`config.mk`:
```
export PLATFORM = sky130hd
export DESIGN_NAME = ls_responder
export DESIGN_NICKNAME = d
export VERILOG_FILES = /design/src/rtl/ls_pkg.sv /design/src/rtl/ls_req_fifo.sv /design/src/rtl/ls_responder.sv
export SDC_FILE = /design/constraint.sdc
export NUM_CORES = 1
export LEC_CHECK = 0
export ABC_CLOCK_PERIOD_IN_PS = 4000
export CELL_PAD_IN_SITES_DETAIL_PLACEMENT = 1
export CELL_PAD_IN_SITES_GLOBAL_PLACEMENT = 1
export CORE_ASPECT_RATIO = 1.1
export CORE_MARGIN = 4
export CORE_UTILIZATION = 37
export DETAILED_ROUTE_END_ITERATION = 8
export GPL_TIMING_DRIVEN = 1
export PLACE_DENSITY = 0.87
export SLEW_MARGIN = 0
export SYNTH_ARGS = -nofsm -noshare
export SYNTH_HDL_FRONTEND = slang
export SYNTH_HIERARCHICAL = 1
export SYNTH_SLANG_ARGS = --single-unit
```
`constraint.sdc`:
```
create_clock -name clk -period 4 [get_ports clk]
set_clock_uncertainty 0.15 [all_clocks]
set_input_delay 0.8 -clock clk [delete_from_list [all_inputs] [get_ports clk]]
set_output_delay 0.8 -clock clk [all_outputs]
set_load 0.005 [all_outputs]
```
`src/rtl/ls_pkg.sv`:
```
// Shared widths, FSM state encoding and the request record carried through
// the load/store responder's request buffer.
package ls_pkg;

  localparam int ADDR_W = 25;
  localparam int DATA_W = 8;
  localparam int TAG_W  = 5;

  typedef enum logic [1:0] {
    IDLE    = 2'd0,
    ISSUE   = 2'd1,
    WAIT_RD = 2'd2,
    RESP    = 2'd3
  } ls_state_e;

  typedef struct packed {
    logic [ADDR_W-1:0] addr;
    logic [DATA_W-1:0] data;
    logic              r_nw;
    logic [TAG_W-1:0]  tag;
  } ls_req_t;

endpackage

```
`src/rtl/ls_req_fifo.sv`:
```
// In-order request buffer. Read/write pointers carry one extra MSB so that
// full and empty are told apart without a separate occupancy counter.
module ls_req_fifo
  import ls_pkg::*;
#(
  parameter int DEPTH = 2
) (
  input  logic    clk,
  input  logic    rst,
  input  logic    push,
  input  ls_req_t push_data,
  input  logic    pop,
  output ls_req_t pop_data,
  output logic    full,
  output logic    empty
);

  localparam int PTR_W = $clog2(DEPTH);

  ls_req_t          mem_q [DEPTH];
  ls_req_t          mem_d [DEPTH];
  logic [PTR_W:0]   wr_ptr_q, wr_ptr_d;
  logic [PTR_W:0]   rd_ptr_q, rd_ptr_d;
  logic             push_ok, pop_ok;

  assign empty    = (wr_ptr_q == rd_ptr_q);
  assign full     = (wr_ptr_q[PTR_W] != rd_ptr_q[PTR_W]) &&
                    (wr_ptr_q[PTR_W-1:0] == rd_ptr_q[PTR_W-1:0]);
  assign push_ok  = push && !full;
  assign pop_ok   = pop && !empty;
  assign pop_data = mem_q[rd_ptr_q[PTR_W-1:0]];

  always_comb begin
    mem_d    = mem_q;
    wr_ptr_d = wr_ptr_q;
    rd_ptr_d = rd_ptr_q;
    if (push_ok) begin
      mem_d[wr_ptr_q[PTR_W-1:0]] = push_data;
      wr_ptr_d = wr_ptr_q + 1'b1;
    end
    if (pop_ok) begin
      rd_ptr_d = rd_ptr_q + 1'b1;
    end
  end

  always_ff @(posedge clk) begin
    if (rst) begin
      wr_ptr_q <= '0;
      rd_ptr_q <= '0;
    end else begin
      wr_ptr_q <= wr_ptr_d;
      rd_ptr_q <= rd_ptr_d;
    end
    mem_q <= mem_d;
  end

endmodule

```
`src/rtl/ls_responder.sv`:
```
// Memory-side responder for the load/store port: buffers requests, issues one
// single-cycle byte access each, and returns load bytes (or a timeout error) to writeback.
module ls_responder #(
  parameter int ADDR_W     = 25,
  parameter int DATA_W     = 8,
  parameter int TAG_W      = 5,
  parameter int FIFO_DEPTH = 2,
  parameter int TIMEOUT    = 255
) (
  input  logic              clk,
  input  logic              rst,
  input  logic              req_valid,
  output logic              req_ready,
  input  logic [ADDR_W-1:0] req_addr,
  input  logic [DATA_W-1:0] req_data,
  input  logic              req_R_nW,
  input  logic [TAG_W-1:0]  req_tag,
  output logic              mem_en,
  output logic              mem_we,
  output logic [ADDR_W-1:0] mem_addr,
  output logic [DATA_W-1:0] mem_wdata,
  input  logic [DATA_W-1:0] mem_rdata,
  input  logic              mem_rvalid,
  output logic              wb_valid,
  input  logic              wb_ready,
  output logic [15:0]       wb_data,
  output logic [TAG_W-1:0]  wb_tag,
  output logic              wb_err,
  output logic              busy
);

  import ls_pkg::*;

  localparam int CNT_W = $clog2(TIMEOUT + 1);
  localparam logic [CNT_W-1:0] TIMEOUT_C = CNT_W'(TIMEOUT);

  // Handshakes: a transfer happens on any rising edge where valid && ready.
  // Request side: req_ready depends only on registered FIFO state, never on
  // req_valid. Writeback side: once wb_valid rises, wb_valid/wb_data/wb_tag/
  // wb_err hold unchanged until the edge where wb_ready is also high.

  ls_state_e         state_q, state_d;
  logic              mem_en_q, mem_en_d;
  logic              mem_we_q, mem_we_d;
  logic [ADDR_W-1:0] mem_addr_q, mem_addr_d;
  logic [DATA_W-1:0] mem_wdata_q, mem_wdata_d;
  logic [TAG_W-1:0]  tag_q, tag_d;
  logic [CNT_W-1:0]  cnt_q, cnt_d;
  logic [CNT_W-1:0]  cnt_inc;
  logic              wb_valid_q, wb_valid_d;
  logic [15:0]       wb_data_q, wb_data_d;
  logic [TAG_W-1:0]  wb_tag_q, wb_tag_d;
  logic              wb_err_q, wb_err_d;

  ls_req_t           push_req, head;
  logic              fifo_push, fifo_pop, fifo_full, fifo_empty;

  assign push_req  = '{addr: req_addr, data: req_data, r_nw: req_R_nW, tag: req_tag};
  assign fifo_push = req_valid && !fifo_full;
  assign cnt_inc   = cnt_q + CNT_W'(1);

  ls_req_fifo #(.DEPTH(FIFO_DEPTH)) u_fifo (
    .clk       (clk),
    .rst       (rst),
    .push      (fifo_push),
    .push_data (push_req),
    .pop       (fifo_pop),
    .pop_data  (head),
    .full      (fifo_full),
    .empty     (fifo_empty)
  );

  always_comb begin
    state_d     = state_q;
    mem_en_d    = 1'b0;
    mem_we_d    = 1'b0;
    mem_addr_d  = mem_addr_q;
    mem_wdata_d = mem_wdata_q;
    tag_d       = tag_q;
    cnt_d       = cnt_q;
    wb_valid_d  = wb_valid_q;
    wb_data_d   = wb_data_q;
    wb_tag_d    = wb_tag_q;
    wb_err_d    = wb_err_q;
    fifo_pop    = 1'b0;

    case (state_q)
      IDLE: begin
        if (!fifo_empty) begin
          fifo_pop    = 1'b1;
          mem_en_d    = 1'b1;
          mem_we_d    = !head.r_nw;
          mem_addr_d  = head.addr;
          mem_wdata_d = head.data;
          tag_d       = head.tag;
          state_d     = ISSUE;
        end
      end
      ISSUE: begin
        // mem_we_q describes the access being strobed this cycle.
        if (mem_we_q) begin
          if (!fifo_empty) begin
            fifo_pop    = 1'b1;
            mem_en_d    = 1'b1;
            mem_we_d    = !head.r_nw;
            mem_addr_d  = head.addr;
            mem_wdata_d = head.data;
            tag_d       = head.tag;
          end else begin
            state_d = IDLE;
          end
        end else begin
          cnt_d   = '0;
          state_d = WAIT_RD;
        end
      end
      WAIT_RD: begin
        if (mem_rvalid) begin
          wb_valid_d = 1'b1;
          wb_data_d  = {{(16-DATA_W){1'b0}}, mem_rdata};
          wb_err_d   = 1'b0;
          wb_tag_d   = tag_q;
          state_d    = RESP;
        end else begin
          cnt_d = cnt_inc;
          if (cnt_inc == TIMEOUT_C) begin
            wb_valid_d = 1'b1;
            wb_data_d  = 16'h0000;
            wb_err_d   = 1'b1;
            wb_tag_d   = tag_q;
            state_d    = RESP;
          end
        end
      end
      RESP: begin
        if (wb_ready) begin
          wb_valid_d = 1'b0;
          state_d    = IDLE;
        end
      end
      default: state_d = IDLE;
    endcase
  end

  always_ff @(posedge clk) begin
    if (rst) begin
      state_q     <= IDLE;
      mem_en_q    <= 1'b0;
      mem_we_q    <= 1'b0;
      mem_addr_q  <= '0;
      mem_wdata_q <= '0;
      tag_q       <= '0;
      cnt_q       <= '0;
      wb_valid_q  <= 1'b0;
      wb_data_q   <= '0;
      wb_tag_q    <= '0;
      wb_err_q    <= 1'b0;
    end else begin
      state_q     <= state_d;
      mem_en_q    <= mem_en_d;
      mem_we_q    <= mem_we_d;
      mem_addr_q  <= mem_addr_d;
      mem_wdata_q <= mem_wdata_d;
      tag_q       <= tag_d;
      cnt_q       <= cnt_d;
      wb_valid_q  <= wb_valid_d;
      wb_data_q   <= wb_data_d;
      wb_tag_q    <= wb_tag_d;
      wb_err_q    <= wb_err_d;
    end
  end

  assign req_ready = !fifo_full;
  assign busy      = !fifo_empty || (state_q != IDLE);
  assign mem_en    = mem_en_q;
  assign mem_we    = mem_we_q;
  assign mem_addr  = mem_addr_q;
  assign mem_wdata = mem_wdata_q;
  assign wb_valid  = wb_valid_q;
  assign wb_data   = wb_data_q;
  assign wb_tag    = wb_tag_q;
  assign wb_err    = wb_err_q;

endmodule

```
## Yosys cells after proc, flatten, opt, wreduce, memory -nomap -nowiden

Index checks and enable logic that the tools add are counted.

- Register bits after elaboration: 155
- Latch bits: 0
- RAM bits: 0
- Bits in read-only memories: 0
- Input bits: 52
- Output and inout port bits: 60
- Memories: 0

- Add/sub/neg operators: 3
- $mul: 0
- Div/mod/pow operators: 0
- Magnitude comparators: 3
- Equality and inequality tests: 14
- Shift-type cells: 0
- Muxes and demuxes: 40
- Bitwise logic cells: 2
- Reductions and logical operators: 20

Operator list:

| cell | number |
|---|---|
| two-way mux 39 bit | 4 |
| bitwise mux 78 bit | 1 |
| two-way mux 25 bit | 2 |
| case mux 25 bit (2 select lines) | 1 |
| demux 39 bit (select 1 bit) | 1 |
| two-way mux 16 bit | 2 |
| two-way mux 8 bit | 4 |
| case mux 8 bit (2 select lines) | 2 |
| two-way mux 5 bit | 4 |
| two-way mux 2 bit | 6 |
| inequality test 2 bit, second input constant | 5 |
| case mux 5 bit (2 select lines) | 1 |
| nonzero test 2 bit | 5 |
| adder 8 x 1 -> 8 bit, second input constant | 1 |
| == test 8 bit, second input constant | 1 |
| two-way mux 1 bit | 8 |
| case mux 2 bit (4 select lines) | 1 |
| inequality test 3 bit, second input constant | 2 |
| case mux 1 bit (2 select lines) | 3 |
| AND reduction 3 bit | 2 |
| logical AND 1 bit | 5 |
| adder 2 x 1 -> 2 bit, second input constant | 2 |
| == test 2 bit, second input constant | 2 |
| greater-or-equal comparator 2 bit, second input constant | 2 |
| other kinds (11) | 15 |

## Depth between registers and ports, before layout

- Word-level depth: 8
- Depth in mapped cells: 11
- Depth with buffers taken out: 7

## Modules after synthesis

The synthesis kept the hierarchy.

Modules (own cells, without submodules):

| module | times used | cells an instance | area an instance (um^2) |
|---|---|---|---|
| ls_req_fifo | 1 | 152 | 3052.9 |
| ls_responder | 1 | 310 | 2560.0 |

## Worst setup path before layout

Ideal clock, no wire load.

- Kind: register -> register
- Start: register u_fifo.rd_ptr_q[0]
- End: register u_fifo/mem_q[0] (netlist name), enable pin
- Setup time: 448 ps
- Arrival time: 3261 ps
- Required time: 3402 ps
- Path slack: 141 ps
- Cell stages (with the launch flop): 8
- Period minus slack after synthesis: 3859 ps
- Cell sequence: dfxtp_1 > buf_4 > buf_2 > xor2_1 > nor2_1 > nor2b_1 > nand2_1 > a21oi_1

- Longest elaborated chain between the ends: 5

Ends and longest elaborated chain:

| item | line | RTL |
|---|---|---|
| start: declaration | ls_req_fifo.sv:23 | `logic [PTR_W:0] rd_ptr_q, rd_ptr_d;` |
| start signal: assignment | ls_req_fifo.sv:52 | `rd_ptr_q <= rd_ptr_d;` |
| == test 1 bit | ls_req_fifo.sv:28 | `(wr_ptr_q[PTR_W-1:0] == rd_ptr_q[PTR_W-1:0]);` |
| logical AND 1 bit | ls_req_fifo.sv:27 | `assign full = (wr_ptr_q[PTR_W] != rd_ptr_q[PTR_W]) &&` |
| net fifo_full | ls_responder.sv:56 | `logic fifo_push, fifo_pop, fifo_full, fifo_empty;` |
| zero test 1 bit | ls_responder.sv:59 | `assign fifo_push = req_valid && !fifo_full;` |
| logical AND 1 bit | ls_responder.sv:59 |  |
| net fifo_push | ls_responder.sv:56 |  |
| logical AND 1 bit | ls_req_fifo.sv:29 | `assign push_ok = push && !full;` |
| end signal: assignment | ls_req_fifo.sv:54 | `mem_q <= mem_d;` |
| end: declaration | ls_req_fifo.sv:20 | `ls_req_t mem_q [DEPTH];` |

The timed path passes the listed nets, and every way through them passes these cells.
A chain may end at the register's enable or synchronous reset.

## Worst setup path in the final report

- Start: register u_fifo.wr_ptr_q[1]
- End: register tag_q[4]

- Longest elaborated chain between the ends: 4

Ends and longest elaborated chain:

| item | line | RTL |
|---|---|---|
| start: declaration | ls_req_fifo.sv:22 | `logic [PTR_W:0] wr_ptr_q, wr_ptr_d;` |
| start signal: assignment | ls_req_fifo.sv:51 | `wr_ptr_q <= wr_ptr_d;` |
| == test 2 bit (*) | ls_req_fifo.sv:26 | `assign empty = (wr_ptr_q == rd_ptr_q);` |
| net fifo_empty | ls_responder.sv:56 |  |
| two-way mux 5 bit (*) | n/a |  |
| two-way mux 5 bit | n/a |  |
| case mux 5 bit (2 select lines) (*) | n/a |  |
| end signal: assignment | ls_responder.sv:164 | `tag_q <= tag_d;` |
| end: declaration | ls_responder.sv:47 | `logic [TAG_W-1:0] tag_q, tag_d;` |

Mark *: on every way through the listed nets, which the timed path passes. The rest lies on a longest branch. The select of a mux whose other input is x is not followed.

==> flow_summary.toml <==
[clocking]
cts_max_level = 4
cts_made_buffers = 17
clock_latency_ps = 420
cts_hold_buf = 0
clockBufferDepth = 2
root_buffer = "clkbuf_16"
cts.clk_slew.worst_paths_ps = 60
cts_sinks = 147
cts-resized-gates = 0
cts_setup_buffers = 0
cts_tree = "built"

[synthesis]
syn_area_sq_um = 5613
synth_cell_types = 44
syn_inst = 462
ys_seq_area_share_pct = 66.34
synthArstFlopShare_pct = 0
yosys_warnings = 6
synth-edff-count = 78
syn_area_per_cell_sq_um = 12.15
ys_seq_elements = 147
synth_ff_type = "edfxtp_1"

[finish]
n_fill_cell = 1549
diodes = 0
ff_latch_area_sq_um = 3725
drive_gt1_share_pct = 7.813
final-instance-count-excl-fill = 768
area_delta_synth_final_pct = 31.54
final_cell_mix = "clkdlybuf4s50_1 (102), nand2_1 (100), edfxtp_1 (78)"
finish.utilization_pct = 50.51
layout_commonest_cell = "clkdlybuf4s50_1"
multi_input_area_sq_um = 1722
nets = 617

[route]
drt_iter0_markers = 209
avgRoutedWirePerCell_microns = 17.38
viasPerCell = 5.016
drc = 0
ant_nets = 0
totalWireLength_mm = 13.35
drt_first_pass_iters = 4
vias = 3852

[worst_setup_path]
start_kind = "flop"
worstSetupStartpoint = "u_fifo/wr_ptr_q[1]"
critical_path_arrival_ps = 3230
r2r-start = "u_fifo/wr_ptr_q[1]"
path_class = "flop to flop"
crit_path_end_kind = "flop"
cp_data_required_time_ps = 4190
cp_max_fo = 41

[hold_path]
hold_start = "wb_tag[4]"
hold_class = "flop to flop"

[die]
die_h_microns = 137.2
start_util_pct = 38.39
die_w_microns = 125.4
ios = 112
row_count = 46
die-area_sq_um = 17210
core_area_sq_um = 14620

[timing]
relSlewSlack_pct = 45.63
tightestPinTransition_ps = 815.5
hold_viol = 0
holdWs_ps = 305.6
period_share_pct = 76.15
rsz0062_at_grt = "false"
setup_violations = 0
max_clock_freq_mhz = 328.3
drv_slew = 0
fin_crit_ps = 3046
setup_ws_ps = 954.1
setup-tns-final_ps = 0

[run_status]
status = "finished clean"

[placement]
preCtsSetupSlack_ps = 797.8
dp_hpwl_mm = 8.862
gp_congestion = 0.7739
placedCellCount = 736
io_buffers = 103

[global_route]
grt_max_degree = 48
antenna_found_initial = 0
grt_pass1_vias = 4205
grt_pass1_wl_mm = 21.58
groute.usage.overall_pct = 16.08
grt-ovfl-total = 0

[power]
powerDensity_nw_per_um2 = 718.9
peakVddDrop_mv = 0.3918
leakage_nw = 2.569

[flow_run]
maxCapViolations = 0
==> critical path, stage by stage (launching register included) <==
cell	delay [ps]
dfxtp_1	420
xor2_1	350
nor2_1	130
or3_2	850
inv_2	460
buf_4	350
nand2_1	110
a21oi_1	150
==> power by group <==
part	internal [W]	leakage (nW)	switching, W
combinational	0.000665	0.979	0.000805
sequential	0.00200	1.29	0.000194
clock	0.00104	0.300	0.000608
==> registers in the layout, indices dropped and copies added (netlist names), named ones only <==
register and count:
cnt_q 8, wb_tag 5, mem_wdata 8, mem_we 1, wb_err 1, tag_q 5, wb_data 8, u_fifo/mem_q 78
mem_en 1, u_fifo/wr_ptr_q 2, mem_addr 25, state_q 1, u_fifo/rd_ptr_q 2, wb_valid 1
==> Yosys cell counts, types with 2 or more instances <==
master	count	area, sq um
buf_6	2	22.52
nand3_1	3	15.01
and3b_1	2	17.52
nand2_1	100	375.4
inv_1	3	11.26
nor2_1	21	78.83
buf_2	9	45.04
dfxtp_1	69	1381
o21ai_0	4	20.02
xnor2_1	2	17.52
mux2i_1	7	70.07
nand4_1	3	18.77
ha_1	2	25.02
mux2_1	39	439.2
xor2_1	2	17.52
nand4b_1	2	17.52
a21oi_1	52	260.3
a211oi_1	2	15.01
buf_4	10	75.07
nor2b_1	4	25.02
nor3_1	5	25.02
a32o_1	8	80.08
nand2b_1	2	12.51
clkbuf_1	12	45.04
edfxtp_1	78	2342
==> cells by family (layout without fill, tap and decap cells) <==
| kind of cell | after synthesis | in the layout | synth area share [%] |
|---|---|---|---|
| mux | 46 | 46 | 9.073 |
| other cells | 1 | 8 | 0.06681 |
| flops | 147 | 147 | 66.34 |
| simple gates | 147 | 147 | 11.24 |
| buf+inv | 38 | 145 | 3.678 |
| fa+ha+maj | 2 | 2 | 0.4458 |
| xor+xnor | 4 | 4 | 0.6243 |
| compound gates | 77 | 77 | 8.538 |
==> path summary, 6_finish.rpt <==
check,end,slack (ps),cells after the start
worst max-delay path,tag_q[4],950,7
worst min-delay path,wb_tag[4],310,2
worst max register to register,tag_q[4],950,7
worst min register to register,wb_tag[4],310,2
==> area by class of cell <==
cell class | instances | share of cell area, %
sequential | 147 | 50.45
multi-input combinational | 284 | 23.32
timing repair buffer | 108 | 14.40
clock buffer | 18 | 5.813
tap | 192 | 3.254
clock inverter | 14 | 2.508
inverter | 5 | 0.2542
==> layer usage <==
| layer | up-vias | global-route usage, % | share of wire [%] |
|---|---|---|---|
| li1 | 1826 | - | - |
| met1 | 1914 | 18.30 | 42 |
| met2 | 98 | 29.13 | 53 |
| met3 | 14 | 4.459 | 4.0 |
| met4 | 0 | 5.602 | 1.4 |
| met5 | - | 0 | 0 |
==> per-stage QoR <==
stage / total power [W] / cell area (sq um)
final: 0.005308 / 7383
after CTS: 0.005377 / 7383
after global placement: 0.003627 / 6769
after detailed placement: 0.003700 / 6769
after floorplan: 0.003003 / 5639
after global routing: 0.005623 / 7383
(Power assumes the default switching activity.)
